===== config.mk =====
export PLATFORM = sky130hd
export DESIGN_NAME = cfg_sequencer
export DESIGN_NICKNAME = d
export VERILOG_FILES = /design/src/rtl/cfg_sequencer.sv
export SDC_FILE = /design/constraint.sdc
export NUM_CORES = 2
export LEC_CHECK = 0
export ABC_AREA = 1
export ABC_CLOCK_PERIOD_IN_PS = 4700
export CELL_PAD_IN_SITES_DETAIL_PLACEMENT = 1
export CELL_PAD_IN_SITES_GLOBAL_PLACEMENT = 2
export CORE_UTILIZATION = 43
export CTS_CLUSTER_SIZE = 24
export DETAILED_ROUTE_END_ITERATION = 10
export PLACE_DENSITY = 0.83
export SLEW_MARGIN = 20
export SYNTH_ARGS = -nofsm -noshare
export SYNTH_HDL_FRONTEND = slang
export SYNTH_SLANG_ARGS = --single-unit
export TNS_END_PERCENT = 100

===== constraint.sdc =====
create_clock -name clk -period 4.7 [get_ports clk]
set_clock_uncertainty 0.05 [all_clocks]
set_input_delay 0.47 -clock clk [delete_from_list [all_inputs] [get_ports clk]]
set_output_delay 0.47 -clock clk [all_outputs]
set_load 0.01 [all_outputs]

===== src/rtl/cfg_sequencer.sv =====
`default_nettype none
// ---------------------------------------------------------------------------
// cfg_sequencer: programmable table that plays configuration entries out
// onto the packed host_controller bus, one entry per hold window.
// Revision: 1.0
// ---------------------------------------------------------------------------
module cfg_sequencer #(
  parameter int DEPTH  = 32,
  parameter int AW     = 5,
  parameter int INST_W = 48,
  parameter int HOLD_W = 8,
  parameter int HC_W   = INST_W + 11
) (
  input  logic                         clk,
  input  logic                         rst,
  input  logic                         tbl_wen,
  input  logic [AW-1:0]                tbl_addr,
  input  logic [6+HOLD_W+INST_W-1:0]   tbl_data,
  input  logic [AW:0]                  num_entries,
  input  logic                         start,
  input  logic                         abort,
  output logic [HC_W-1:0]              host_controller,
  output logic                         busy,
  output logic                         done,
  output logic                         tbl_err
);

  localparam int          ENT_W   = 6 + HOLD_W + INST_W;
  localparam logic [AW:0] DEPTH_C = (AW+1)'(DEPTH);

  typedef enum logic [1:0] {S_IDLE, S_FETCH, S_DRIVE, S_DONE} state_t;

  state_t              state_q, state_d;
  logic [AW-1:0]       idx_q, idx_d;
  logic [AW:0]         num_q, num_d;
  logic [HOLD_W-1:0]   cnt_q, cnt_d;
  logic [HC_W-1:0]     hc_q, hc_d;
  logic                busy_q, busy_d;
  logic                done_q, done_d;
  logic                err_q, err_d;

  logic [ENT_W-1:0]    mem [DEPTH];
  logic [ENT_W-1:0]    rd_q;

  // Read address follows idx_d so the entry is already registered in FETCH.
  always_ff @(posedge clk) begin
    if (tbl_wen && !busy_q) begin
      mem[tbl_addr] <= tbl_data;
    end
    rd_q <= mem[idx_d];
  end

  function automatic logic [HC_W-1:0] decode(input logic [ENT_W-1:0] e, input logic first);
    logic [HC_W-1:0]   h;
    logic [1:0]        kind;
    logic [1:0]        row;
    logic [1:0]        col;
    h    = '0;
    kind = e[ENT_W-1 -: 2];
    row  = e[ENT_W-3 -: 2];
    col  = e[ENT_W-5 -: 2];
    case (kind)
      2'd0: begin
        h[INST_W + 8 - int'(row)] = 1'b1;
        h[INST_W + 3 - int'(col)] = 1'b1;
        h[INST_W-1:0]             = e[INST_W-1:0];
      end
      2'd1: begin
        h[INST_W + 8 - int'(row)] = 1'b1;
        h[INST_W + 4]             = 1'b1;
        h[INST_W-1:0]             = e[INST_W-1:0];
      end
      2'd2: begin
        h[INST_W + 9] = 1'b1;
        h[23:0]       = e[23:0];
      end
      default: begin
        h[INST_W + 10] = first;
      end
    endcase
    return h;
  endfunction

  function automatic logic [HOLD_W-1:0] hold_eff(input logic [ENT_W-1:0] e);
    logic [HOLD_W-1:0] h;
    h = e[INST_W +: HOLD_W];
    return (h == '0) ? HOLD_W'(1) : h;
  endfunction

  always_comb begin
    state_d = state_q;
    idx_d   = idx_q;
    num_d   = num_q;
    cnt_d   = cnt_q;
    hc_d    = '0;
    done_d  = 1'b0;
    err_d   = err_q | (tbl_wen & busy_q);

    case (state_q)
      S_IDLE: begin
        if (start) begin
          num_d   = (num_entries > DEPTH_C) ? DEPTH_C : num_entries;
          idx_d   = '0;
          err_d   = 1'b0;
          state_d = (num_entries == '0) ? S_DONE : S_FETCH;
        end
      end
      S_FETCH: begin
        cnt_d   = hold_eff(rd_q);
        hc_d    = decode(rd_q, 1'b1);
        state_d = S_DRIVE;
      end
      S_DRIVE: begin
        if (cnt_q == HOLD_W'(1)) begin
          if ({1'b0, idx_q} == num_q - (AW+1)'(1)) begin
            state_d = S_DONE;
          end else begin
            idx_d   = idx_q + AW'(1);
            state_d = S_FETCH;
          end
        end else begin
          cnt_d = cnt_q - HOLD_W'(1);
          hc_d  = decode(rd_q, 1'b0);
        end
      end
      default: begin
        done_d  = 1'b1;
        state_d = S_IDLE;
      end
    endcase

    if (abort && state_q != S_IDLE) begin
      state_d = S_IDLE;
      hc_d    = '0;
      done_d  = 1'b0;
    end

    busy_d = (state_d != S_IDLE);
  end

  always_ff @(posedge clk or posedge rst) begin
    if (rst) begin
      state_q <= S_IDLE;
      idx_q   <= '0;
      num_q   <= '0;
      cnt_q   <= '0;
      hc_q    <= '0;
      busy_q  <= 1'b0;
      done_q  <= 1'b0;
      err_q   <= 1'b0;
    end else begin
      state_q <= state_d;
      idx_q   <= idx_d;
      num_q   <= num_d;
      cnt_q   <= cnt_d;
      hc_q    <= hc_d;
      busy_q  <= busy_d;
      done_q  <= done_d;
      err_q   <= err_d;
    end
  end

  assign host_controller = hc_q;
  assign busy            = busy_q;
  assign done            = done_q;
  assign tbl_err         = err_q;

endmodule
`default_nettype wire


==> impl_metrics.yaml <==
status:
  status: "finished clean"
timing:
  timing.final.hold_violations: 0
  layout_min_cycle_time_ps: 3858
  setup-violations-final: 0
  timing.final.max_slew_violations: 0
  slew_at_the_pin_closest_to_its_max_slew_limit_ps: 1144
  timing.slew.headroom_pct: 23.76
  setup_repair_after_global_routing_missed_its_margin: "false"
  setup_ws_ps: 841.6
  fin_tns_setup_ps: 0
  period_share_pct: 82.09
  clock.fmax_mhz: 259.2
min_path:
  min_path_type: "primary input to flip-flop"
  min_delay_path_depth: 1
  hold-path-endpoint: "mem[7][51]"
  hold_path_startpoint: "tbl_data[51]"
pwr:
  vdd.ir_drop.worst_mv: 0.7488
  power.density_cell_area_nw_per_um2: 647.2
  leakage_power_summed_over_all_cells_uw: 0.04198
synth:
  synth_seq_area_share_pct: 68.03
  number_of_synthesized_flops_with_an_enable_pin: 1984
  synth_area_leader: "sky130_fd_sc_hd__edfxtp_1"
  netlist.area_leader.share_pct: 64.44
  synth.avg_cell_area_um2: 10.94
  mappedNetlistArea_um2: 92450
  postSynthCellCount: 8448
  yosysWarnings: 0
  synth_top_flop_cell: "sky130_fd_sc_hd__edfxtp_1"
  post_synth_num_cell_types: 40
  synth_top_area_cells: "sky130_fd_sc_hd__edfxtp_1 64%, sky130_fd_sc_hd__nand3_1 12%, sky130_fd_sc_hd__inv_1 5.7%"
  synth.net_count: 8534
  synth_seq_cells: 2129
  async_reset_ff_share_pct: 3.899
clocking:
  cts-root-to-sink-buffers: 3
  cts_buffers: 224
  cts.repair.resized: 0
  worst_skew_pair.late_latency_ps: 890
  cts.clk_slew.worst_paths_ps: 60
  ctsHoldBuffers: 0
  tritoncts: "built"
  cts_max_level: 4
  post-cts-setup-buffers: 0
  cts.sink_count: 2129
  cts_root_buffer: "sky130_fd_sc_hd__clkbuf_16"
drt:
  routed_wire_length_per_instance_um: 25.46
  drc: 0
  detail_route.vias_per_cell: 5.636
  route.final.wire_length_mm: 292.0
  drt_pass1_iterations: 7
  drt_iter0_markers: 5808
  postRouteAntennaNets: 0
  detailroute.via_count: 64638
critical_path:
  rr_endpoint: "rd_q[31]"
  largest_driver_fanout_on_the_critical_path: 161
  critical_path.max_stage_delay_ps: 450
  worstRegToRegCells: 15
  setup.worst_path.start_class: "flip-flop"
  path_class: "flip-flop to flip-flop"
  worst_path_arrival_time_ps: 4560
  critical_path_end_type: "flip-flop"
  rr_startpoint: "state_q[0]"
  worst_path_max_delay_cell: "sky130_fd_sc_hd__nor2_1"
  worstPathCellList: "inv_1 -> ha_1 -> nor2_1 -> inv_2 -> nand2_1 -> o21ai_0 -> nand2_8 -> buf_12 -> nand3_1 -> nand3_1 -> nand3_1 -> nand3_1 -> nand2_1 -> nand2_1 -> nand2_1"
  required_ps: 5400
  reg2reg_setup_slack_ps: 840
placed_design:
  routabilityCongestion: 0.7691
  placement.setup.worst_slack_ps: 893.7
  port-buffer-count: 139
  hpwl_mm: 143.3
run:
  cap_viol_max_count: 0
global_route:
  first_pass_grt_wire_length_mm: 433.1
  initial_antenna_violation_count: 15
  overflow: 0
  first_global_vias: 66954
  grt_start_max_net_pins: 175
  track_usage_pct: 26.75
floorplan:
  std_cell_rows: 169
  floorplan.initialDensity_pct: 43.42
  die_h_um: 465.7
  io-pin-count: 140
  die_area_um2: 216900
  core_region_area_um2: 212900
  floorplan.die.width_um: 465.7
layout:
  areaGrowthSynthToFinish_pct: 13.59
  post-route-util_pct: 49.32
  n_fill_cell: 22363
  final_layout_size_suffix_gt1_share_pct: 6.910
  nNetsFinal: 8529
## cell usage after synthesis (2+ instances only)
cell type and n:
sky130_fd_sc_hd__nand3_1 2142, sky130_fd_sc_hd__edfxtp_1 1984, sky130_fd_sc_hd__inv_1 1408, sky130_fd_sc_hd__nand2_1 1406, sky130_fd_sc_hd__nand3b_1 623, sky130_fd_sc_hd__buf_2 331
sky130_fd_sc_hd__clkbuf_1 170, sky130_fd_sc_hd__nor2_1 108, sky130_fd_sc_hd__dfrtp_1 83, sky130_fd_sc_hd__dfxtp_1 62, sky130_fd_sc_hd__buf_4 24, sky130_fd_sc_hd__o21ai_0 17
sky130_fd_sc_hd__nor3_1 10, sky130_fd_sc_hd__buf_1 9, sky130_fd_sc_hd__buf_6 8, sky130_fd_sc_hd__ha_1 8, sky130_fd_sc_hd__inv_2 8, sky130_fd_sc_hd__a21oi_1 6
sky130_fd_sc_hd__nand2_2 5, sky130_fd_sc_hd__a31oi_1 4, sky130_fd_sc_hd__nand4_1 3, sky130_fd_sc_hd__nor4_1 3, sky130_fd_sc_hd__or2_2 3, sky130_fd_sc_hd__a211oi_1 2
sky130_fd_sc_hd__clkbuf_4 2, sky130_fd_sc_hd__nor2_2 2, sky130_fd_sc_hd__nor2_4 2, sky130_fd_sc_hd__o211ai_1 2, sky130_fd_sc_hd__o22ai_1 2
## per-layer routing
metal / up-vias / part of all wire (%) / GRT usage (%)
li1: 28552 / - / -
met2: 2017 / 50 / 46.75
met5: - / 0.016 / 0
met3: 527 / 5.9 / 3.193
met1: 33534 / 41 / 34.65
met4: 8 / 3.1 / 8.451
## flip-flops by register name, indices dropped and copies added (netlist names)
signal / flops
idx_q: 5
mem: 1984
host_controller: 59
num_q: 6
state_q: 2
done: 1
rd_q: 62
tbl_err: 1
cnt_q: 8
busy: 1
## worst max-delay path by stage
stage | cells after the start | from | end | slack (ps)
detailed placement | 16 | state_q[0] | rd_q[37] | 890
global placement | 16 | state_q[0] | rd_q[37] | 1010
floorplan | 4 | tbl_wen | mem[0][0] | 650
global route | 16 | state_q[0] | rd_q[57] | 550
finish | 15 | state_q[0] | rd_q[31] | 840
CTS | 16 | state_q[0] | rd_q[37] | 840
## stage by stage
stage | total power, µW | hold WS, ps | cells | cell area, µm²
after floorplan | 41150 | 348.6 | 8448 | 92450
after global placement | 49820 | 359.8 | 11037 | 97670
after detailed placement | 50330 | 361.2 | 11037 | 97670
after CTS | 68350 | 77.42 | 11460 | 105100
after global routing | 71660 | 72.03 | 11464 | 105000
final | 67970 | 64.61 | 11468 | 105000
## critical path, delay by kind of cell (launching register included)
| kind | cells | cell delay [ps] |
|---|---|---|
| AND/OR/NAND/NOR | 10 | 1730 |
| buffers and inverters | 3 | 690 |
| flip-flops | 1 | 400 |
| adder cells (fa/ha/maj) | 1 | 240 |
| AO/OA/AOI/OAI | 1 | 240 |
## report_power, final
group	switching (µW)	total (µW)	internal [µW]
clock network	7540	17900	10400
logic	20100	28100	8040
registers	468	21900	21400
## placed cells by master, fill, tap and decap left out, types with 34 or more instances in the layout
cell type,instances
sky130_fd_sc_hd__nand3_1,2142
sky130_fd_sc_hd__nor2_4,34
sky130_fd_sc_hd__clkdlybuf4s50_1,114
sky130_fd_sc_hd__buf_4,70
sky130_fd_sc_hd__nand3b_1,623
sky130_fd_sc_hd__clkinv_2,44
sky130_fd_sc_hd__edfxtp_1,1984
sky130_fd_sc_hd__dfrtp_1,83
sky130_fd_sc_hd__nand2_1,1402
sky130_fd_sc_hd__buf_12,103
sky130_fd_sc_hd__nor2_1,76
sky130_fd_sc_hd__clkbuf_16,228
sky130_fd_sc_hd__dfxtp_1,62
sky130_fd_sc_hd__inv_1,1407
sky130_fd_sc_hd__clkbuf_1,59
## kinds of logic after synthesis
family                     share of synthesized area [%]
AOI/OAI and AO/OA                                 0.2801
DFF                                                68.03
buffers and inverters                              8.580
and+or+nand+nor                                    23.00
adders and majority gates                         0.1083
## layout make-up
class / count / area [µm²] / share of cell area, %
inverters: 1417 / 5350 / 5.094
flip-flops and latches: 2129 / 62900 / 59.89
multi-input cells: 4358 / 21920 / 20.87
diodes: 7 / 17.52 / 0.01668
well taps: 2821 / 3530 / 3.361
clock buffers: 319 / 6367 / 6.063
clock inverters: 104 / 1060 / 1.009
repair buffers: 313 / 3881 / 3.696
(Power assumes the default switching activity.)
